--- src/rtl/reorder_buffer.sv ---
// Reorder buffer: allocates tags at the tail, completes entries from the CDB and
// retires them in program order from the head, raising store-commit and flush pulses.
module reorder_buffer #(
    parameter int DEPTH = 32,
    parameter int TAG_W = 5
) (
    input  logic             Clk,
    input  logic             Rst,
    input  logic             Dispatch_Valid,
    input  logic [4:0]       Dispatch_Rd_Reg,
    input  logic             Dispatch_Is_Store,
    input  logic             Dispatch_Is_Branch,
    input  logic             Dispatch_Pred_Taken,
    output logic [TAG_W-1:0] ROB_Tag,
    output logic             ROB_Full,
    input  logic [TAG_W-1:0] CDB_Tag,
    input  logic [31:0]      CDB_Data,
    input  logic             CDB_Valid,
    input  logic             CDB_Branch,
    input  logic             CDB_Branch_Taken,
    output logic             Retire_Valid,
    output logic [4:0]       Retire_Rd_Reg,
    output logic [31:0]      Retire_Data,
    output logic [TAG_W-1:0] Retire_Tag,
    output logic             RB_Store_Ready,
    output logic             RB_Flush_Valid
);

    logic [DEPTH-1:0] valid_q;
    logic [DEPTH-1:0] complete_q;
    logic [DEPTH-1:0] is_store_q;
    logic [DEPTH-1:0] is_branch_q;
    logic [DEPTH-1:0] pred_q;
    logic [DEPTH-1:0] actual_q;
    logic [4:0]       rd_q   [DEPTH];
    logic [31:0]      data_q [DEPTH];

    logic [TAG_W-1:0] head_q;
    logic [TAG_W-1:0] tail_q;
    logic [TAG_W:0]   count_q;

    logic full;
    logic head_ready;
    logic mispredict;
    logic retire;
    logic alloc;
    logic cdb_wr;

    assign full       = (count_q == (TAG_W+1)'(DEPTH));
    assign head_ready = valid_q[head_q] & complete_q[head_q];
    assign mispredict = head_ready & is_branch_q[head_q] & (actual_q[head_q] != pred_q[head_q]);
    assign retire     = head_ready & ~mispredict;
    assign alloc      = Dispatch_Valid & ~full & ~mispredict;
    assign cdb_wr     = CDB_Valid & valid_q[CDB_Tag] & ~complete_q[CDB_Tag] & ~mispredict;

    assign ROB_Tag  = tail_q;
    assign ROB_Full = full;

    always_ff @(posedge Clk or negedge Rst) begin
        if (!Rst) begin
            valid_q        <= '0;
            complete_q     <= '0;
            head_q         <= '0;
            tail_q         <= '0;
            count_q        <= '0;
            Retire_Valid   <= 1'b0;
            Retire_Rd_Reg  <= '0;
            Retire_Data    <= '0;
            Retire_Tag     <= '0;
            RB_Store_Ready <= 1'b0;
            RB_Flush_Valid <= 1'b0;
        end else begin
            Retire_Valid   <= 1'b0;
            Retire_Rd_Reg  <= '0;
            Retire_Data    <= '0;
            Retire_Tag     <= '0;
            RB_Store_Ready <= 1'b0;
            RB_Flush_Valid <= 1'b0;
            if (mispredict) begin
                valid_q        <= '0;
                complete_q     <= '0;
                head_q         <= '0;
                tail_q         <= '0;
                count_q        <= '0;
                RB_Flush_Valid <= 1'b1;
            end else begin
                if (retire) begin
                    valid_q[head_q]    <= 1'b0;
                    complete_q[head_q] <= 1'b0;
                    head_q             <= head_q + TAG_W'(1);
                    if (is_store_q[head_q]) begin
                        RB_Store_Ready <= 1'b1;
                        Retire_Tag     <= head_q;
                    end else if (!is_branch_q[head_q]) begin
                        Retire_Valid  <= 1'b1;
                        Retire_Rd_Reg <= rd_q[head_q];
                        Retire_Data   <= data_q[head_q];
                        Retire_Tag    <= head_q;
                    end
                end
                if (cdb_wr) begin
                    complete_q[CDB_Tag] <= 1'b1;
                end
                if (alloc) begin
                    valid_q[tail_q]    <= 1'b1;
                    complete_q[tail_q] <= Dispatch_Is_Store;
                    tail_q             <= tail_q + TAG_W'(1);
                end
                case ({alloc, retire})
                    2'b10:   count_q <= count_q + (TAG_W+1)'(1);
                    2'b01:   count_q <= count_q - (TAG_W+1)'(1);
                    default: count_q <= count_q;
                endcase
            end
        end
    end

    // Payload needs no reset: every use is qualified by the valid/complete bits.
    // actual starts equal to the prediction so a branch completed without a
    // resolution flag retires as correctly predicted.
    always_ff @(posedge Clk) begin
        if (alloc) begin
            rd_q[tail_q]        <= Dispatch_Rd_Reg;
            is_store_q[tail_q]  <= Dispatch_Is_Store;
            is_branch_q[tail_q] <= Dispatch_Is_Branch;
            pred_q[tail_q]      <= Dispatch_Pred_Taken;
            actual_q[tail_q]    <= Dispatch_Pred_Taken;
        end
        if (cdb_wr) begin
            data_q[CDB_Tag] <= CDB_Data;
            if (CDB_Branch) begin
                actual_q[CDB_Tag] <= CDB_Branch_Taken;
            end
        end
    end

endmodule

--- config.mk ---
export PLATFORM = sky130hd
export DESIGN_NAME = reorder_buffer
export DESIGN_NICKNAME = d
export VERILOG_FILES = /design/src/rtl/reorder_buffer.sv
export SDC_FILE = /design/constraint.sdc
export NUM_CORES = 2
export LEC_CHECK = 0
export CAP_MARGIN = 10
export CELL_PAD_IN_SITES_DETAIL_PLACEMENT = 1
export CELL_PAD_IN_SITES_GLOBAL_PLACEMENT = 1
export CORE_ASPECT_RATIO = 1.1
export CORE_UTILIZATION = 40
export DETAILED_ROUTE_END_ITERATION = 12
export PLACE_DENSITY_LB_ADDON = 0.1
export SLEW_MARGIN = 20
export SYNTH_ARGS = -nofsm -noshare
export SYNTH_HDL_FRONTEND = slang
export SYNTH_SLANG_ARGS = --single-unit
--- constraint.sdc ---
create_clock -name Clk -period 5.8 [get_ports Clk]
set_input_delay 1.16 -clock Clk [delete_from_list [all_inputs] [get_ports Clk]]
set_output_delay 1.16 -clock Clk [all_outputs]
set_load 0.02 [all_outputs]
==> impl_summary.log <==
INFO  metric clockBufferDepth = 3
INFO  metric final_cell_mix = edfxtp_1, mux4_2, clkbuf_16, buf_4, dfrtp_1
INFO  metric ir_worst_vdd = 0.363 mV
INFO  metric mostFrequentLayoutCell = edfxtp_1
INFO  metric status = finished, final reports clean
INFO  metric design.die.area = 0.143 mm²
INFO  metric final_layout_size_suffix_gt1_share = 25.6%
INFO  metric drtAntennaViolNets = 0
INFO  metric pre_cts_ws = 0.579 ns
INFO  metric clock_skew = 0.0284 ns
INFO  metric crit_type = register to register
INFO  metric fin_tns_setup = 0 ns
INFO  metric seq_area_frac_synth = 74.6%
INFO  metric synth_simple_gate_area_share = 2.66%
INFO  metric critical_path.cell_chain = buf_4 -> nand4b_1 -> o22ai_1 -> nor4_1 -> nand2_2 -> xor2_4 -> nand2_1 -> nand2_1 -> nor2_1 -> ha_1 -> o21a_1 -> o311ai_0 -> a21oi_1 -> a211o_1
INFO  metric timing.final.hold_violations = 0
INFO  metric buffer_ports.inserted = 101
INFO  metric cts-buffers-inserted = 153
INFO  metric number_of_synthesized_flops_with_an_enable_pin = 1280
INFO  metric power.static_leakage = 21.5 nW
INFO  metric rows = 144
INFO  metric maxSlewHeadroom = 33.4%
INFO  metric syn-mean-instance-area = 19.6 µm²
INFO  metric ctsHtreeMaxLevel = 4
INFO  metric design.final.nets = 3193
INFO  metric post_cts_resized = 0
INFO  metric first_global_vias = 31.5k
INFO  metric synth_flop_cell = edfxtp_1
INFO  metric fraction_of_synthesis_flops_using_an_asynchronous_set_or_reset_pin = 8.70%
INFO  metric hold_path_class = input port to async pin
INFO  metric final_global_route_overflow_total = 0
INFO  metric maxCapViolCount = 0
INFO  metric report.final.setup_viol = 0
INFO  metric synth_top_family_by_area = multiplexers
INFO  metric critical_path.startpoint_type = register
INFO  metric die_h = 396 µm
INFO  metric crit_required = 6.46 ns
INFO  metric yosys_warnings = 0
INFO  metric yosys.cell_types.count = 73
INFO  metric route.layer.met1.wl = 73300 µm
INFO  metric post_synth_instance_area = 0.0565 mm²
INFO  metric synth_adder_area_share = 0.243%
INFO  metric reg2reg_slack = 1.08 ns
INFO  metric ys_seq_elements = 1437
INFO  metric worst-slew-pin-transition = 0.998 ns
INFO  metric cts-root-buf = clkbuf_16
INFO  metric cts_hold_buffers = 0
INFO  metric power-per-cell-area = 449 mW/mm²
INFO  metric post-route-worst-setup-slack = 1.08 ns
INFO  metric worstPathBufferInverterCount = 1
INFO  metric rsz0062_at_grt = no
INFO  metric grt_max_degree = 83
INFO  metric route.detailed.vias_per_inst = 5.91
INFO  metric routed_length_per_instance = 33.5 µm
INFO  metric clock_tree_from_tritoncts = built
INFO  metric synth-compound-area-share = 5.39%
INFO  metric finalCritPeriodShare = 81.4%
INFO  metric grt_usage = 24.0%
INFO  metric pin_count = 102
INFO  metric cts.sinks = 1437
INFO  metric post-cts-setup-buffers = 0
INFO  metric finalWorstPathRequiredPeriod = 4.72 ns
INFO  metric antenna_found_initial = 4
INFO  metric grt_first_pass_wirelength = 243000 µm
INFO  metric timing.critical_path.max_delay_family = compound AO/OA/AOI/OAI gates
INFO  metric yosys.area_share.xor_xnor = 0.188%
INFO  metric drt_first_iter_violations = 3091
INFO  metric finalMaxSlewViolations = 0
INFO  metric worstPathMaxFanout = 23
INFO  metric finalWeightedCongestion = 0.914
INFO  metric crit_arrival = 5.38 ns
INFO  metric most_frequent_cell_on_the_critical_path = nand2_1
INFO  metric area_delta_synth_final = 16.6%
INFO  metric die_width = 360 µm
INFO  metric drt_pre_antenna_iters = 5
INFO  metric worst_setup_path_end_kind = register
INFO  metric floorplan.initialDensity = 40.3%
INFO  metric routed-via-count = 30.1k
INFO  metric syn-instance-count = 2879
INFO  metric route.final.wire_length = 170000 µm
INFO  metric clk_pin_slew = 0.06 ns
INFO  metric top_layer_used = met5
INFO  metric worst_skew_pair.late_latency = 0.79 ns
INFO  metric core-area = 0.140 mm²
INFO  metric mappedNetlistNets = 2941
INFO  metric wl_met2 = 84000 µm
INFO  metric timing.fmax = 212 MHz
INFO  metric cpMaxStageDelayCell = dfrtp_1
INFO  metric synthMuxAreaShare = 15.1%
INFO  metric met3_wirelength = 8940 µm
INFO  metric post_dp_hpwl = 108000 µm
INFO  metric drt_drc_violations_left = 0
INFO  metric cp_peak_stage_delay = 0.81 ns
-- final cells by class --
class / instances / area (µm²)
clock buffers: 194 / 4130
multi-input cells: 1202 / 13300
diodes: 1 / 2.50
repair buffers: 273 / 2570
flip-flops and latches: 1437 / 42200
fillers: 12800 / 74300
inverters: 64 / 241
well taps: 1825 / 2280
clock inverters: 91 / 1110
-- flip-flops by register name, indices dropped and copies added (netlist names), 6 cells and up --
register     count
pred_q          32
count_q          6
complete_q      32
is_store_q      32
actual_q        32
is_branch_q     32
rd_q           160
Retire_Data     32
valid_q         32
data_q        1024
-- layer usage --
| layer | vias to the layer above | track usage, % |
|---|---|---|
| li1 | 12500 | - |
| met1 | 16400 | 33.1 |
| met2 | 975 | 39.7 |
| met3 | 212 | 3.70 |
| met4 | 2 | 6.76 |
| met5 | - | 0 |
-- final timing paths --
check	start	to	cells after the start
worst max-delay path	head_q[2]	count_q[5]	14
worst min-delay path	Rst	count_q[4]	1
worst max register to register	head_q[2]	count_q[5]	14
worst min register to register	actual_q[13]	actual_q[13]	2
max in group asynchronous	Rst	head_q[1]	2
min in group Clk	actual_q[13]	actual_q[13]	2
-- logic make-up after synthesis --
logic type	Yosys count
flip-flops	1437
AO/OA/AOI/OAI	449
multiplexers	448
AND/OR/NAND/NOR	284
buffers and inverters	240
adder cells (fa/ha/maj)	11
XOR/XNOR	10
-- synthesized netlist by cell type (12+ instances only) --
| master | instances | share of area (%) |
|---|---|---|
| nor2_1 | 57 | 0.38 |
| a21oi_1 | 52 | 0.46 |
| buf_1 | 26 | 0.17 |
| clkbuf_1 | 106 | 0.70 |
| a22o_1 | 43 | 0.67 |
| a22oi_1 | 82 | 1.1 |
| o22ai_1 | 40 | 0.44 |
| buf_2 | 31 | 0.27 |
| o21ai_0 | 91 | 0.81 |
| mux2i_1 | 97 | 1.7 |
| dfxtp_1 | 32 | 1.1 |
| mux4_2 | 320 | 13 |
| dfrtp_1 | 125 | 5.5 |
| a221oi_1 | 38 | 0.59 |
| mux2_1 | 14 | 0.28 |
| edfxtp_1 | 1280 | 68 |
| inv_1 | 54 | 0.36 |
| o31ai_1 | 14 | 0.19 |
| nand2_1 | 99 | 0.66 |
| mux2_2 | 17 | 0.34 |
| and2_1 | 12 | 0.13 |
| nand3_1 | 24 | 0.21 |
| a31oi_1 | 71 | 0.79 |
-- through the flow --
step                      total power [W]  cell area, µm²  hold WS, ns  util (%)  cells
final                              0.0296           65900        0.329      47.0   5087
after global routing               0.0306           65900        0.328      47.0   5086
after CTS                          0.0299           65900        0.300      47.0   5086
after detailed placement           0.0197           60700        0.520      43.3   4801
after global placement             0.0196           60700        0.511      43.3   4801
after floorplan                    0.0170           56500        0.495         -   2879
-- report_power, final --
group	total [W]	switching, W	internal [W]
Combinational	0.00698	0.00402	0.00296
Sequential	0.0124	0.000529	0.0119
Clock	0.0102	0.00409	0.00612
Note: power is estimated with default switching activity, not from simulation.
